$ cat src/rtl/pll_rst_seq.sv
// rtl/pll_rst_seq.sv - PLL lock-driven core/peripheral reset sequencer (optional PLL_RST_SEQ_LOSS_CNT_EN)
module pll_rst_seq #(
   parameter int SYNC_STAGES = 2,
   parameter int LOCK_WAIT   = 1024,
   parameter int STAGE_GAP   = 16,
   parameter int CNT_W       = 16
) (
   input  logic       clk_i,
   input  logic       rst_i,
   input  logic       pll_lock_i,
   input  logic       soft_rst_i,
   input  logic       clr_i,
   output logic       rst_core_o,
   output logic       rst_periph_o,
   output logic       ready_o,
`ifdef PLL_RST_SEQ_LOSS_CNT_EN
   output logic [7:0] loss_cnt_o,
`endif
   output logic       lock_lost_o
);

   typedef enum logic [1:0] {
      WAIT_LOCK = 2'd0,
      STABLE    = 2'd1,
      REL_CORE  = 2'd2,
      RUN       = 2'd3
   } state_t;

   localparam logic [CNT_W-1:0] LOCK_LAST = CNT_W'(LOCK_WAIT - 1);
   localparam logic [CNT_W-1:0] GAP_LAST  = CNT_W'(STAGE_GAP - 1);

   state_t                 state;
   logic [CNT_W-1:0]       cnt;
   logic [SYNC_STAGES-1:0] sync_q;
   logic                   lock_s;
   logic                   loss_evt;

   assign lock_s = sync_q[SYNC_STAGES-1];

   // A soft re-sequence outranks lock loss, so it never marks the event as a loss.
   assign loss_evt = !soft_rst_i && !lock_s && ((state == REL_CORE) || (state == RUN));

   // Bring the asynchronous PLL lock flag into the clock domain.
   always_ff @(posedge clk_i) begin
      if (rst_i) begin
         sync_q <= '0;
      end else begin
         sync_q <= {sync_q[SYNC_STAGES-2:0], pll_lock_i};
      end
   end

   // Sequencer: wait for stable lock, release core, then peripherals; fall back on loss or soft request.
   always_ff @(posedge clk_i) begin
      if (rst_i) begin
         state        <= WAIT_LOCK;
         cnt          <= '0;
         rst_core_o   <= 1'b1;
         rst_periph_o <= 1'b1;
         ready_o      <= 1'b0;
         lock_lost_o  <= 1'b0;
      end else begin
         if (loss_evt) begin
            lock_lost_o <= 1'b1;
         end else if (clr_i) begin
            lock_lost_o <= 1'b0;
         end

         if (soft_rst_i || loss_evt) begin
            state        <= WAIT_LOCK;
            cnt          <= '0;
            rst_core_o   <= 1'b1;
            rst_periph_o <= 1'b1;
            ready_o      <= 1'b0;
         end else begin
            case (state)
               WAIT_LOCK: begin
                  cnt <= '0;
                  if (lock_s) begin
                     state <= STABLE;
                  end
               end
               STABLE: begin
                  if (!lock_s) begin
                     state <= WAIT_LOCK;
                     cnt   <= '0;
                  end else if (cnt == LOCK_LAST) begin
                     state      <= REL_CORE;
                     cnt        <= '0;
                     rst_core_o <= 1'b0;
                  end else begin
                     cnt <= cnt + 1'b1;
                  end
               end
               REL_CORE: begin
                  if (cnt == GAP_LAST) begin
                     state        <= RUN;
                     rst_periph_o <= 1'b0;
                     ready_o      <= 1'b1;
                  end else begin
                     cnt <= cnt + 1'b1;
                  end
               end
               RUN: begin
                  state <= RUN;
               end
               default: begin
                  state        <= WAIT_LOCK;
                  cnt          <= '0;
                  rst_core_o   <= 1'b1;
                  rst_periph_o <= 1'b1;
                  ready_o      <= 1'b0;
               end
            endcase
         end
      end
   end

`ifdef PLL_RST_SEQ_LOSS_CNT_EN
   // Saturating loss-event counter; a loss coinciding with clear restarts the count at one.
   always_ff @(posedge clk_i) begin
      if (rst_i) begin
         loss_cnt_o <= 8'd0;
      end else if (loss_evt) begin
         if (clr_i) begin
            loss_cnt_o <= 8'd1;
         end else if (loss_cnt_o != 8'hFF) begin
            loss_cnt_o <= loss_cnt_o + 8'd1;
         end
      end else if (clr_i) begin
         loss_cnt_o <= 8'd0;
      end
   end
`endif

endmodule

$ cat config.mk
export PLATFORM = sky130hd
export DESIGN_NAME = pll_rst_seq
export DESIGN_NICKNAME = d
export VERILOG_FILES = /design/src/rtl/pll_rst_seq.sv
export SDC_FILE = /design/constraint.sdc
export NUM_CORES = 1
export LEC_CHECK = 0
export BUFFER_PORTS_ARGS = -buffer_cell sky130_fd_sc_hd__buf_2
export CAP_MARGIN = 30
export CORE_ASPECT_RATIO = 1.1
export CORE_UTILIZATION = 40
export CTS_BUF_LIST = sky130_fd_sc_hd__clkbuf_8
export CTS_CLUSTER_SIZE = 24
export DETAILED_ROUTE_END_ITERATION = 16
export PLACE_DENSITY_LB_ADDON = 0.25
export SYNTH_ARGS = -nofsm -noshare
export SYNTH_HDL_FRONTEND = slang
export SYNTH_SLANG_ARGS = --single-unit
$ cat constraint.sdc
create_clock -name clk_i -period 3.2 [get_ports clk_i]
set_input_delay 0.16 -clock clk_i [delete_from_list [all_inputs] [get_ports clk_i]]
set_output_delay 0.16 -clock clk_i [all_outputs]
set_load 0.02 [all_outputs]
; ---- After elaboration in Yosys (flattened, before gate mapping)
; Index checks and enable logic that the tools add are counted.
[classes]
add_sub_neg = 1
eq_ne = 9
n_mux = 11
reduce_logical = 14
[ops]
columns = operator, count
row1 = $mux 16, 3
row2 = $pmux 16 s3, 1
row3 = $add 16x1->16 const B, 1
row4 = $eq 16x10->1 const B, 1
row5 = $eq 16x4->1 const B, 1
row6 = $mux 2, 4
row7 = $pmux 2 s4, 1
row8 = $reduce_and 3->1, 2
row9 = $eq 2x2->1 const B, 2
row10 = $ne 2x2->1 const B, 2
row11 = $reduce_and 2->1, 2
row12 = $ne 3x3->1 const B, 1
row13 = $reduce_bool 3->1, 1
row14 = $eq 2x1->1 const B, 1
row15 = $logic_and 1x1->1, 2
row16 = $logic_not 1->1, 2
row17 = $logic_not 2->1, 1
row18 = $logic_or 1x1->1, 2
row19 = $mux 1, 2
row20 = $ne 2x1->1 const B, 1
row21 = $reduce_bool 2->1, 1
row22 = $reduce_or 2->1, 1
[totals]
reg_bits = 24
in_bits = 5
out_inout_bits = 4
wordCells = 42

; ---- Longest topological paths before layout
[logic_depth]
ltp_word = 5
mapped_depth = 8
ltp_nobuf = 7

; ---- Least setup slack after synthesis
; Ideal clock, no wire load.
[synth_path]
path_kind = reg2reg
startpoint = register cnt[10]
endpoint = register state[0]
setup_time_ns = 0.130
arrival_time_ns = 1.865
required_ns = 3.070
path_slack_ns = 1.205
path_stages_with_launch = 6
n_path_buf = 0
period_less_slack_ns = 1.995
cell_sequence = dfxtp_1 > or4_4 > or4_4 > a31oi_4 > and3_2 > nor3_2
[synth_via]
elab_chain_cells = 3
elab_cells_between_ends = 5
cone_classes = eq/ne (4) / reduce/logical (1)
[synth_rtl]
columns = item, line_no
row1 = "start, declared", 33  ; logic [CNT_W-1:0] cnt;
row2 = "start signal, assigned", 91  ; cnt <= cnt + 1'b1;
row3 = "start signal, assigned", 100  ; cnt <= cnt + 1'b1;
row4 = $eq 16x10->1 or $eq 16x4->1 (tied branches), "86, 95"
row5 = $ne 3x3->1 (no line) or $ne 2x1->1 (tied branches), --
row6 = $reduce_and 3->1 (no line) (*), --
row7 = "end signal, assigned", 84  ; state <= WAIT_LOCK;
row8 = "end signal, assigned", 87  ; state <= REL_CORE;
row9 = "end signal, assigned", 96  ; state <= RUN;
row10 = "end, declared", 32  ; state_t state;
; Every way passes the cells marked *; elsewhere a longest branch is shown, timed or not.
; A chain may end at the register's enable or synchronous reset.

; ---- Worst setup path after layout
[layout_path]
startpoint = register cnt[0]
endpoint = register cnt[15]
[layout_via]
elab_chain_cells = 4
elab_cells_between_ends = 9
cone_classes = add/sub (1) / eq/ne (3) / mux (4) / reduce/logical (1)
[layout_rtl]
columns = item, line_no
row1 = $add 16x1->16 or $eq 16x10->1 (tied branches), "91, 100, 86"
row2 = $mux 16, 86  ; end else if (cnt == LOCK_LAST) begin
row3 = $mux 16, 83  ; if (!lock_s) begin
row4 = $pmux 16 s3, 75  ; case (state)
; Parallel ways exist; a longest one is shown, timed or not. The select of a mux whose other input is x is not followed.

==> impl_results.md <==
* Setup TNS Final at 0 ns
* TritonCTS Sinks at 24
* Placement row count at 22
* Fin Clk Skew at 0.003945 ns
* GP Congestion at 0.8710
* Worst setup EP type: register
* RSZ-0062 raised after global routing: no
* Syn_nets at 184
* R2R Setup Slk at 0.83 ns
* TritonCTS clock tree: yes
* Synth Cell Area at 1395 µm²
* CP Class: reg -> reg
* Core Region at 3331 µm²
* Die width at 58.31 µm
* Period Utilization, post-route at 73.98%
* Synth cell types at 44
* Slew @ Worst Pin at 0.4873 ns
* Grt met1 use at 25.60%
* Sequential cell area fraction in the yosys report at 34.44%
* Worst reg2reg path depth at 6
* First-pass GRT wire length at 5437 µm
* DRC at 0
* GR peak layer: met2
* VDD IR max at 0.1648 mV
* CP top delay family: compound AO/OA/AOI/OAI gates
* Routed wire per std cell at 13.28 µm
* GR Overflow Total at 0
* Post-CTS Setup Inserts at 0
* Post-DP HPWL at 2277 µm
* Endpoints failing setup at 0
* Antenna Nets Post-Route at 0
* Post-CTS sizing at 0
* Share of cells above drive strength 1 at 13.26%
* GRT met2 Usage at 28.45%
* DRT Pass-1 Iters at 4
* Routed via count at 1277
* I/O pins at 9
* Min cycle time layout at 2.367 ns
* Leakage at 0.5226 nW
* Asr flop ratio synth at 0%
* Synth Instances at 172
* Crit path from: cnt[0]
* Number of diodes at 0
* WP data required at 3.36 ns
* I/O Buffers at 8
* Setup ws final at 0.8325 ns
* Nets at 194
* Reg2reg end: cnt[15]
* CTS Buf Count at 3
* Fill cells at 331
* CTS H-tree depth at 1
* Slowest stage delay, CP at 0.59 ns
* Area Overhead vs Synth at 10.67%
* Slew margin rel. at 67.21%
* Number of global-route vias before repair at 1196
* Hold_buf cts at 0
* WP buf/inv at 0
* Worst skew pair latency at 0.26 ns
* Critical Path Stages at 6
* Root buf cell: clkbuf_8
* WP data arrival at 2.53 ns
* Die Span Y at 63.94 µm
* Met3 Usage GRT at 4.656%
* Peak Freq at 422.4 MHz
* Final hold violations at 0
* Synth Register Bits at 24
* Post-synth top flop: dfxtp_1
* Cell area after layout at 1544 µm²
* Die area at 3728 µm²
* Power, Total at 0.5243 mW
* Max-slew violation count at 0
* Synth warnings at 0
* Number of enable flip-flop cells after synthesis at 0
* Placed inst area at 1489 µm²
* DR iter-0 viols at 27
* Pre-CTS setup slack at 0.8516 ns
* Crit-path max FO at 11
* Critical Path Source Type: register
* Reg clk slew, reported paths at 0.08 ns
* Hold Crit Class: in -> reg
* MaxCap Viol Count at 0
* Crit path cell chain: ha_1, nand3_1, o41ai_4, nand2_2, and3_1, o31a_1
* Status: complete, no violations
* Reg-to-reg critical path startpoint: cnt[0]
* Critical path destination: cnt[15]
* Initial antenna violation count at 0
* Syn Area/Cell at 8.111 µm²
* Clock tree buffer depth at 2
* Worst path slowest cell: o41ai_4
* Largest net degree at the start of global routing at 15
* Initial Util at 41.89%
* Routed Wire Length at 3041 µm
* Via-to-Cell Ratio at 5.576
* P per Cell Area at 339.6 nW/µm²
* GRT Total Usage at 18.78%
worst register-to-register path: cells and delay by family (launching register included):
kind | cells | cell delay, ns
and+or+nand+nor | 3 | 0.79
DFF | 1 | 0.39
adders and majority gates | 1 | 0.23
AOI/OAI and AO/OA | 2 | 0.86
per-layer routing:
layer  share of wire [%]  routed length [µm]  vias to the layer above
met5                   0                   0                        -
met4                 1.0                  31                        0
met3                 3.3                  99                        2
met2                  48                1450                       17
met1                  48                1459                      607
li1                    -                   -                      651
cell type report:
class | count | area, µm² | share of cell area [%]
Inverter | 6 | 22.52 | 1.459
Timing Repair Buffer | 10 | 55.05 | 3.566
Tap cell | 48 | 60.06 | 3.890
Clock buffer | 4 | 55.05 | 3.566
Sequential cell | 24 | 480.5 | 31.12
Multi-Input combinational cell | 137 | 870.8 | 56.40
metrics by stage:
step / hold slack, ns / cells / util, %
3_3_place_gp: 0.3644 / 225 / 44.70
6_report: 0.08735 / 229 / 46.36
4_1_cts: 0.08162 / 229 / 46.36
3_5_place_dp: 0.3704 / 225 / 44.70
5_1_grt: 0.1036 / 229 / 46.36
2_1_floorplan: 0.2316 / 172 / -
cells by family (layout without fill, tap and decap cells):
logic type | count (synthesis) | after routing | share of synthesized area (%)
AOI/OAI and AO/OA | 47 | 47 | 22.96
xor gates and xnor gates | 4 | 4 | 2.512
DFF | 24 | 24 | 34.44
buffers and inverters | 11 | 20 | 3.139
adders and majority gates | 7 | 7 | 6.278
and+or+nand+nor | 79 | 79 | 30.67
power breakdown:
group	internal, mW	total [mW]	switching [mW]
registers	0.300	0.302	0.00206
clock network	0.110	0.204	0.0944
logic	0.00782	0.0182	0.0104
cell usage after synthesis, types with 2 or more instances:
library cell,number,area (µm²)
dfxtp_1,24,480.5
a21oi_1,18,90.09
nor2_1,17,63.81
nand2_1,16,60.06
o21ai_0,11,55.05
nand3_1,10,50.05
ha_1,7,87.58
inv_1,6,22.52
nor3_1,5,25.02
nor4_1,5,31.28
and3_1,4,25.02
nand4_1,4,25.02
clkbuf_1,3,11.26
nor2b_1,3,18.77
and2_1,2,12.51
buf_2,2,10.01
nand4b_1,2,17.52
o21a_1,2,15.01
o31a_1,2,17.52
o31ai_1,2,15.01
or4_4,2,22.52
xnor2_1,2,17.52
xor2_1,2,17.52
cells in the final DEF, fill, tap and decap left out, types with 2 or more instances in the layout:
master / count
o21ai_0: 11
o21a_1: 2
nand4b_1: 2
a21oi_1: 18
nor3_1: 5
dfxtp_1: 24
ha_1: 7
inv_1: 6
clkbuf_8: 4
or4_4: 2
o31ai_1: 2
and3_1: 4
buf_2: 8
nand3_1: 10
nor2_1: 17
nor2b_1: 3
nand4_1: 4
and2_1: 2
xor2_1: 2
nor4_1: 5
o31a_1: 2
nand2_1: 16
xnor2_1: 2
buf_4: 2
worst min-delay path by stage:
stage                end   from  slack [ns]  depth (start not counted)
3_5_place_dp   sync_q[1]  rst_i        0.37                          2
6_report       sync_q[1]  rst_i        0.09                          2
5_1_grt        sync_q[1]  rst_i        0.10                          2
4_1_cts        sync_q[0]  rst_i        0.08                          2
2_1_floorplan  sync_q[0]  rst_i        0.23                          1
3_3_place_gp   sync_q[1]  rst_i        0.36                          2
sequential cells by signal, indices dropped and copies added (netlist names):
signal	count
ready_o	1
rst_periph_o	1
lock_lost_o	1
state	2
cnt	16
sync_q	2
rst_core_o	1
Power figures use the tool's default switching activity.
